<file path="src/rtl/structures.sv">
// ============================================================================
// Package  : structures
// Purpose  : Shared MEM-stage types and access-size codes.
// Revision : 1.0 - initial MMIO sequencer types
// ============================================================================
`default_nettype none

package structures;

  typedef enum logic [2:0] {
    MMIO_IDLE = 3'd0,
    MMIO_REQ  = 3'd1,
    MMIO_WAIT = 3'd2,
    MMIO_DONE = 3'd3,
    MMIO_ERR  = 3'd4
  } mmio_state_t;

  localparam logic [1:0] MEM_NONE  = 2'd0;
  localparam logic [1:0] MEM_BYTE  = 2'd1;
  localparam logic [1:0] MEM_WORD  = 2'd2;
  localparam logic [1:0] MEM_DWORD = 2'd3;

  // A load wins when both a load and a store are presented.
  function automatic logic [1:0] mem_size_sel(input logic [1:0] load_type,
                                              input logic [1:0] store_type);
    return (load_type != MEM_NONE) ? load_type : store_type;
  endfunction

endpackage

`default_nettype wire

</file>
<file path="src/rtl/mmio_bus_ctrl.sv">
// ============================================================================
// Module   : mmio_bus_ctrl
// Purpose  : Issues one external bus transaction per MMIO load/store in MEM,
//            stalling the pipeline until completion or timeout.
// Revision : 1.0 - initial release
// ============================================================================
`default_nettype none

module mmio_bus_ctrl
  import structures::*;
#(
  parameter int                    ADDR_TAG_W = 16,
  parameter logic [ADDR_TAG_W-1:0] MMIO_TAG   = 16'hFFFF,
  parameter int                    TIMEOUT    = 255,
  parameter int                    TIMEOUT_W  = 8
) (
  input  logic        clock,
  input  logic        reset,
  input  logic [1:0]  req_load_type,
  input  logic [1:0]  req_store_type,
  input  logic [63:0] req_addr,
  input  logic [63:0] req_wdata,
  input  logic        flush,
  output logic        mmio_hit,
  output logic        stall,
  output logic        d_valid,
  output logic        d_ready,
  output logic [63:0] d_rdata,
  output logic        bus_error,
  output logic        bus_req,
  output logic        bus_we,
  output logic [63:0] bus_addr,
  output logic [63:0] bus_wdata,
  output logic [1:0]  bus_size,
  input  logic        bus_ready,
  input  logic        bus_valid,
  input  logic [63:0] bus_rdata
);

  localparam logic [TIMEOUT_W-1:0] c_timeout_last = TIMEOUT_W'(TIMEOUT - 1);

  mmio_state_t          r_state;
  logic [TIMEOUT_W-1:0] r_count;
  logic                 r_bus_req;
  logic                 r_bus_we;
  logic [1:0]           r_bus_size;
  logic [63:0]          r_bus_addr;
  logic [63:0]          r_bus_wdata;
  logic [63:0]          r_d_rdata;

  logic w_access;
  logic w_is_load;
  logic w_tag_match;
  logic w_issue;
  logic w_expired;
  logic w_strobe;

  assign w_access    = (|req_load_type) | (|req_store_type);
  assign w_is_load   = |req_load_type;
  assign w_tag_match = (req_addr[63 -: ADDR_TAG_W] == MMIO_TAG);
  assign mmio_hit    = w_access & w_tag_match;
  assign w_issue     = (r_state == MMIO_IDLE) & mmio_hit & ~flush;
  assign w_expired   = (r_count == c_timeout_last);

  // Priority inside REQ/WAIT: completion, then flush (REQ only), then timeout.
  always_ff @(posedge clock or posedge reset) begin
    if (reset) begin
      r_state     <= MMIO_IDLE;
      r_count     <= '0;
      r_bus_req   <= 1'b0;
      r_bus_we    <= 1'b0;
      r_bus_size  <= MEM_NONE;
      r_bus_addr  <= '0;
      r_bus_wdata <= '0;
      r_d_rdata   <= '0;
    end else begin
      case (r_state)
        MMIO_IDLE: begin
          if (w_issue) begin
            r_state     <= MMIO_REQ;
            r_bus_req   <= 1'b1;
            r_bus_we    <= ~w_is_load;
            r_bus_size  <= mem_size_sel(req_load_type, req_store_type);
            r_bus_addr  <= req_addr;
            r_bus_wdata <= req_wdata;
            r_count     <= '0;
          end
        end

        MMIO_REQ: begin
          if (bus_ready & bus_valid) begin
            r_state   <= MMIO_DONE;
            r_bus_req <= 1'b0;
            r_d_rdata <= bus_rdata;
          end else if (~bus_ready & flush) begin
            r_state   <= MMIO_IDLE;
            r_bus_req <= 1'b0;
          end else if (w_expired) begin
            r_state   <= MMIO_ERR;
            r_bus_req <= 1'b0;
            r_d_rdata <= '1;
          end else if (bus_ready) begin
            r_state   <= MMIO_WAIT;
            r_bus_req <= 1'b0;
            r_count   <= r_count + 1'b1;
          end else begin
            r_count   <= r_count + 1'b1;
          end
        end

        MMIO_WAIT: begin
          if (bus_valid) begin
            r_state   <= MMIO_DONE;
            r_d_rdata <= bus_rdata;
          end else if (w_expired) begin
            r_state   <= MMIO_ERR;
            r_d_rdata <= '1;
          end else begin
            r_count   <= r_count + 1'b1;
          end
        end

        MMIO_DONE: r_state <= MMIO_IDLE;
        MMIO_ERR:  r_state <= MMIO_IDLE;
        default:   r_state <= MMIO_IDLE;
      endcase
    end
  end

  assign w_strobe  = (r_state == MMIO_DONE) | (r_state == MMIO_ERR);
  assign stall     = w_issue | (r_state == MMIO_REQ) | (r_state == MMIO_WAIT);
  assign d_valid   = w_strobe & ~r_bus_we;
  assign d_ready   = w_strobe & r_bus_we;
  assign bus_error = (r_state == MMIO_ERR);
  assign d_rdata   = r_d_rdata;
  assign bus_req   = r_bus_req;
  assign bus_we    = r_bus_we;
  assign bus_size  = r_bus_size;
  assign bus_addr  = r_bus_addr;
  assign bus_wdata = r_bus_wdata;

endmodule

`default_nettype wire

</file>
<file path="config.mk">
export PLATFORM = sky130hd
export DESIGN_NAME = mmio_bus_ctrl
export DESIGN_NICKNAME = d
export VERILOG_FILES = /design/src/rtl/structures.sv /design/src/rtl/mmio_bus_ctrl.sv
export SDC_FILE = /design/constraint.sdc
export NUM_CORES = 1
export LEC_CHECK = 0
export CAP_MARGIN = 20
export CORE_MARGIN = 8
export CORE_UTILIZATION = 40
export CTS_CLUSTER_SIZE = 28
export DETAILED_ROUTE_END_ITERATION = 6
export PLACE_DENSITY = 0.89
export SETUP_SLACK_MARGIN = 0.05
export SLEW_MARGIN = 20
export SYNTH_ARGS = -nofsm -noshare
export SYNTH_HDL_FRONTEND = slang
export SYNTH_SLANG_ARGS = --single-unit
</file>
<file path="constraint.sdc">
create_clock -name clock -period 7.75 [get_ports clock]
set_clock_uncertainty 0.1 [all_clocks]
set_input_delay 0.775 -clock clock [delete_from_list [all_inputs] [get_ports clock]]
set_output_delay 0.775 -clock clock [all_outputs]
set_load 0.01 [all_outputs]
</file>
## Yosys cells after proc, flatten, opt, wreduce, memory -nomap -nowiden

Cells that the tools add are included.

| storage, ports and cells | value |
|---|---|
| bits in registers | 207 |
| output and inout bits | 201 |
| input bits | 201 |
| word-level logic and storage cells | 75 |

| operators by class | value |
|---|---|
| reductions and logical operators | 12 |
| eq/ne operators | 13 |
| multiplexer cells | 26 |
| $add $sub $neg | 1 |
| bitwise gates (word level) | 15 |

Operator list:

| cell | number |
|---|---|
| $mux 64 | 4 |
| $pmux 64 s2 | 1 |
| $mux 8 | 5 |
| $pmux 8 s3 | 1 |
| $mux 3 | 7 |
| $eq 16x16->1 const B | 1 |
| $pmux 3 s3 | 1 |
| $add 8x1->8 const B | 1 |
| $eq 8x8->1 const B | 1 |
| $ne 2x2->1 const B | 4 |
| $and 1x1->1 | 7 |
| $eq 3x2->1 const B | 2 |
| $ne 3x3->1 const B | 2 |
| $reduce_and 3->1 | 2 |
| $reduce_bool 2->1 | 3 |
| $mux 1 | 5 |
| $ne 5x5->1 const B | 1 |
| $reduce_and 5->1 | 1 |
| $not 1->1 | 4 |
| $or 1x1->1 | 4 |
| $reduce_and 2->1 | 2 |
| $reduce_or 2->1 | 2 |
| $eq 3x1->1 const B | 1 |
| $eq 3x3->1 const B | 1 |
| other kinds (4) | 4 |

## Logic depth before layout (Yosys ltp)

| depth | value |
|---|---|
| depth after elaboration | 7 |
| gate-level depth with buffers | 8 |
| depth with buffers taken out | 7 |

## Worst setup path before layout

OpenSTA, ideal clock, no wires.

| timing path | value |
|---|---|
| kind | in2out |
| from | in req_load_type[1] |
| to | out stall |
| buffers on the path | 1 |
| stages on the path | 5 |
| setup slack | 5.163 ns |
| arrival time | 1.712 ns |
| cell sequence | nor4_1 nor2_1 nand3_1 clkbuf_1 nand2_1 |

| between the ends | value |
|---|---|
| longest elaborated chain between the ends | 7 |

Ends and longest elaborated chain:

| element | line | text |
|---|---|---|
| start: declaration | mmio_bus_ctrl.sv:19 | `input logic [1:0] req_load_type,` |
| $reduce_or 2->1 | mmio_bus_ctrl.sv:58 | `assign w_access = (\|req_load_type) \| (\|req_store_type);` |
| $or 1x1->1 | mmio_bus_ctrl.sv:58 |  |
| $and 1x1->1 | mmio_bus_ctrl.sv:61 | `assign mmio_hit = w_access & w_tag_match;` |
| $and 1x1->1 (2 in series) | mmio_bus_ctrl.sv:62 | `assign w_issue = (r_state == MMIO_IDLE) & mmio_hit & ~flush;` |
| $or 1x1->1 (2 in series) | mmio_bus_ctrl.sv:131 | `assign stall = w_issue \| (r_state == MMIO_REQ) \| (r_state == MMIO_WAIT);` |
| end: declaration | mmio_bus_ctrl.sv:25 | `output logic stall,` |

No other way between the ends.

## Worst setup path after layout

| timing path | value |
|---|---|
| from | in req_addr[59] |
| to | out stall |

| between the ends | value |
|---|---|
| longest elaborated chain between the ends | 6 |

Ends and longest elaborated chain:

| element | line | text |
|---|---|---|
| start: declaration | mmio_bus_ctrl.sv:21 | `input logic [63:0] req_addr,` |
| $eq 16x16->1 | mmio_bus_ctrl.sv:60 | `assign w_tag_match = (req_addr[63 -: ADDR_TAG_W] == MMIO_TAG);` |
| $and 1x1->1 | mmio_bus_ctrl.sv:61 |  |
| $and 1x1->1 (2 in series) | mmio_bus_ctrl.sv:62 |  |
| $or 1x1->1 (2 in series) | mmio_bus_ctrl.sv:131 |  |

No other way between the ends.

==> out/summary.txt <==
commonest non-fill, non-tap cell in the layout: clkdlybuf4s50_1
number of inserted diodes: 0
DP HPWL: 20.27 mm
proportion of layout cells with a drive suffix above 1: 4.444%
FF-to-FF path depth: 5
DIE HEIGHT: 157.6 um
initial antenna violation count: 1
maximum VDD drop: 158.8 uV
Reg2Reg Setup Slack: 4.85 ns
reg-to-reg startpoint: r_state[2]
Max stage delay on crit path: 0.56 ns
fin crit period: 3.898 ns
Leakage: 6.041 nW
P&R area growth vs syn: 61.61%
PD cells: 262.1 nW/um^2
synthesized area: 8020 um^2
# DRC: 0
port buffer count: 401
CP startpoint: req_addr[59]
net count after synthesis: 971
start point of the worst hold path: bus_addr[37]
# nets final: 1358
post-route setup TNS: 0 ns
CP dominant cell by count: clkdlybuf4s50_1
Total Wirelength: 28.09 mm
final non-filler cell area: 12960 um^2
Crit path arrival time: 3.02 ns
WHS: 0.3621 ns
drt wl/cell: 19.51 um
CTS tree: built
die area: 24840 um^2
crit-path leading delay family: simple AND/OR/NAND/NOR gates
initial DRC count: 407
DR vias: 7192
Avg Inst Size Synth: 10.44 um^2
synth warn: 0
placed inst area: 12130 um^2
Critical Path End Type: primary output
Core Region: 19970 um^2
Hold Buf Count CTS: 0
slowest cell on the critical path: clkdlybuf4s50_1
gpl congestion: 0.8312
RSZ-0062 raised after global routing: no
library cells used by synthesis: 40
maximum capacitance violations: 0
grt met1 use: 23.54%
clk_lat worst skew: 0.50 ns
critical path type: in -> out
maximum clock frequency: 256.6 MHz
Rel. slew slack: 38.01%
Setup violations, final: 0
CTS resizes: 0
outcome: finished, final reports clean
RR Endpoint: bus_wdata[15]
GR Util met2: 37.81%
Critical Path Fanout Max: 24
first-pass GRT wire length: 42.14 mm
largest net degree at the start of global routing: 138
M3 GR Usage: 6.388%
gr ovfl total: 0
fin. max-slew vios: 0
type of origin of the critical path: input port
buffer levels on the longest clock path: 3
final cycle utilization of the critical path: 50.29%
hold depth: 2
Endpoint, Worst Hold: bus_addr[37]
Final Hold Fails: 0
Worst Path Buf+Inv: 2
clk slew on worst S/H paths: 0.06 ns
Root Buffer Master: clkbuf_16
FP Rows: 52
WP data required: 6.88 ns
IO Count: 402
layer with the highest usage: met2
synthesized instance count: 768
Yosys reg bits: 207
Hold Crit Class: reg -> reg
vias per cell: 4.994
most frequent cells in the layout: clkdlybuf4s50_1 (401), nand2_1 (347), dfrtp_1 (207)
All-Layer GR Usage: 21.72%
remaining antenna violation count: 0
Post-CTS Setup Bufs: 0
vias in the first global route: 7760
worst path cell trace: clkdlybuf4s50_1 -> nand4_1 -> nor3_1 -> nand3_4 -> nand2_1 -> clkdlybuf4s50_1
CTS buffer count: 24
clock sink count: 207
starting density of the core: 40.15%
Die W: 157.6 um
sequential-to-total area share from yosys stat: 64.59%
H-tree depth: 1
Worst-Margin Slew: 0.9299 ns
DRT Pass-1 Iters: 5
[report_power, final]
group | total [W] | switching [W] | leakage (nW) | internal, W
Sequential | 0.00136 | 0.000112 | 2.67 | 0.00125
Clock | 0.00116 | 0.000427 | 0.408 | 0.000730
Combinational | 0.000878 | 0.000371 | 2.96 | 0.000507
Total | 0.00340 | 0.000910 | 6.04 | 0.00249
[worst min-delay path, delay by kind of cell, from the launching register on]
kind	cells	cell delay (ns)
flops	1	0.34
simple gates	2	0.10
[Yosys cell counts]
| cell | number | area share [%] |
|---|---|---|
| o22ai_1 | 1 | 0.078 |
| nor2_1 | 16 | 0.75 |
| nand2_1 | 347 | 16 |
| nor2b_2 | 1 | 0.11 |
| and2_1 | 5 | 0.39 |
| and3_1 | 3 | 0.23 |
| buf_4 | 1 | 0.094 |
| nand3_1 | 4 | 0.25 |
| a211o_1 | 1 | 0.11 |
| dfrtp_1 | 207 | 65 |
| o32a_1 | 2 | 0.25 |
| o31ai_4 | 1 | 0.27 |
| nand2b_1 | 19 | 1.5 |
| nor3_1 | 5 | 0.31 |
| nand4_1 | 4 | 0.31 |
| buf_6 | 14 | 2.0 |
| or2_2 | 1 | 0.078 |
| o2bb2ai_1 | 6 | 0.66 |
| inv_1 | 3 | 0.14 |
| o21ai_0 | 1 | 0.062 |
| and4_1 | 2 | 0.22 |
| a21o_1 | 3 | 0.28 |
| buf_2 | 16 | 1.0 |
| nor4_1 | 1 | 0.078 |
| or3b_4 | 1 | 0.14 |
| ha_1 | 2 | 0.31 |
| a31oi_1 | 2 | 0.16 |
| and2_0 | 1 | 0.078 |
| buf_1 | 1 | 0.047 |
| a21oi_2 | 1 | 0.11 |
| a21boi_0 | 2 | 0.19 |
| o22a_1 | 64 | 7.0 |
| nor2b_1 | 5 | 0.39 |
| nor4_2 | 1 | 0.16 |
| a21oi_1 | 8 | 0.50 |
| clkbuf_1 | 12 | 0.56 |
| a211oi_1 | 1 | 0.094 |
| mux2_1 | 1 | 0.14 |
| and2b_1 | 1 | 0.094 |
| xor2_1 | 1 | 0.11 |
[state kept, by name, summed over array words and instances (netlist names)]
signal and flops:
bus_size 2, d_rdata 64, bus_we 1, r_count 8
r_state 3, bus_req 1, bus_addr 64, bus_wdata 64
[how the worst max path moves through the flow]
stage | slack [ns] | cells past startpoint | endpoint
2_1_floorplan | 1.22 | 1 | bus_addr[0]
3_3_place_gp | 4.03 | 6 | stall
6_report | 3.85 | 6 | stall
4_1_cts | 3.86 | 6 | stall
5_1_grt | 3.76 | 6 | stall
3_5_place_dp | 3.87 | 6 | stall
[final cells by class]
type / count / area [um^2]
fillers: 1459 / 7013
flip-flops and latches: 207 / 5180
repair buffers: 405 / 4048
multi-input cells: 514 / 2552
clock buffers: 32 / 701.9
well taps: 270 / 337.8
clock inverters: 9 / 122.6
inverters: 3 / 18.77
[kinds of logic (layout without fill, tap and decap cells)]
family	count (synthesis)	count (layout)	share of synthesized area, %
simple gates	417	417	21.31
fa+ha+maj	2	2	0.3120
mux	1	1	0.1404
compound gates	93	93	9.735
xor+xnor	1	1	0.1092
flops	207	207	64.59
buf+inv	47	449	3.807
[routing by layer]
metal	wire length, um	vias to the layer above	share of wire [%]
met4	1517	2	5.4
met5	12	-	0.043
li1	-	3281	-
met1	9930	3463	35
met2	14110	347	50
met3	2523	99	9.0
[metrics by stage]
step	utilization, %	setup slack, ns	total power [W]	instances
finish	64.89	3.853	0.003398	1440
global route	64.89	3.757	0.003547	1440
CTS	64.87	3.857	0.003437	1440
detailed placement	60.74	3.865	0.002263	1399
global placement	60.74	4.035	0.002223	1399
floorplan	-	1.223	0.001775	768
No activity file was read; power rests on OpenSTA's default activity.
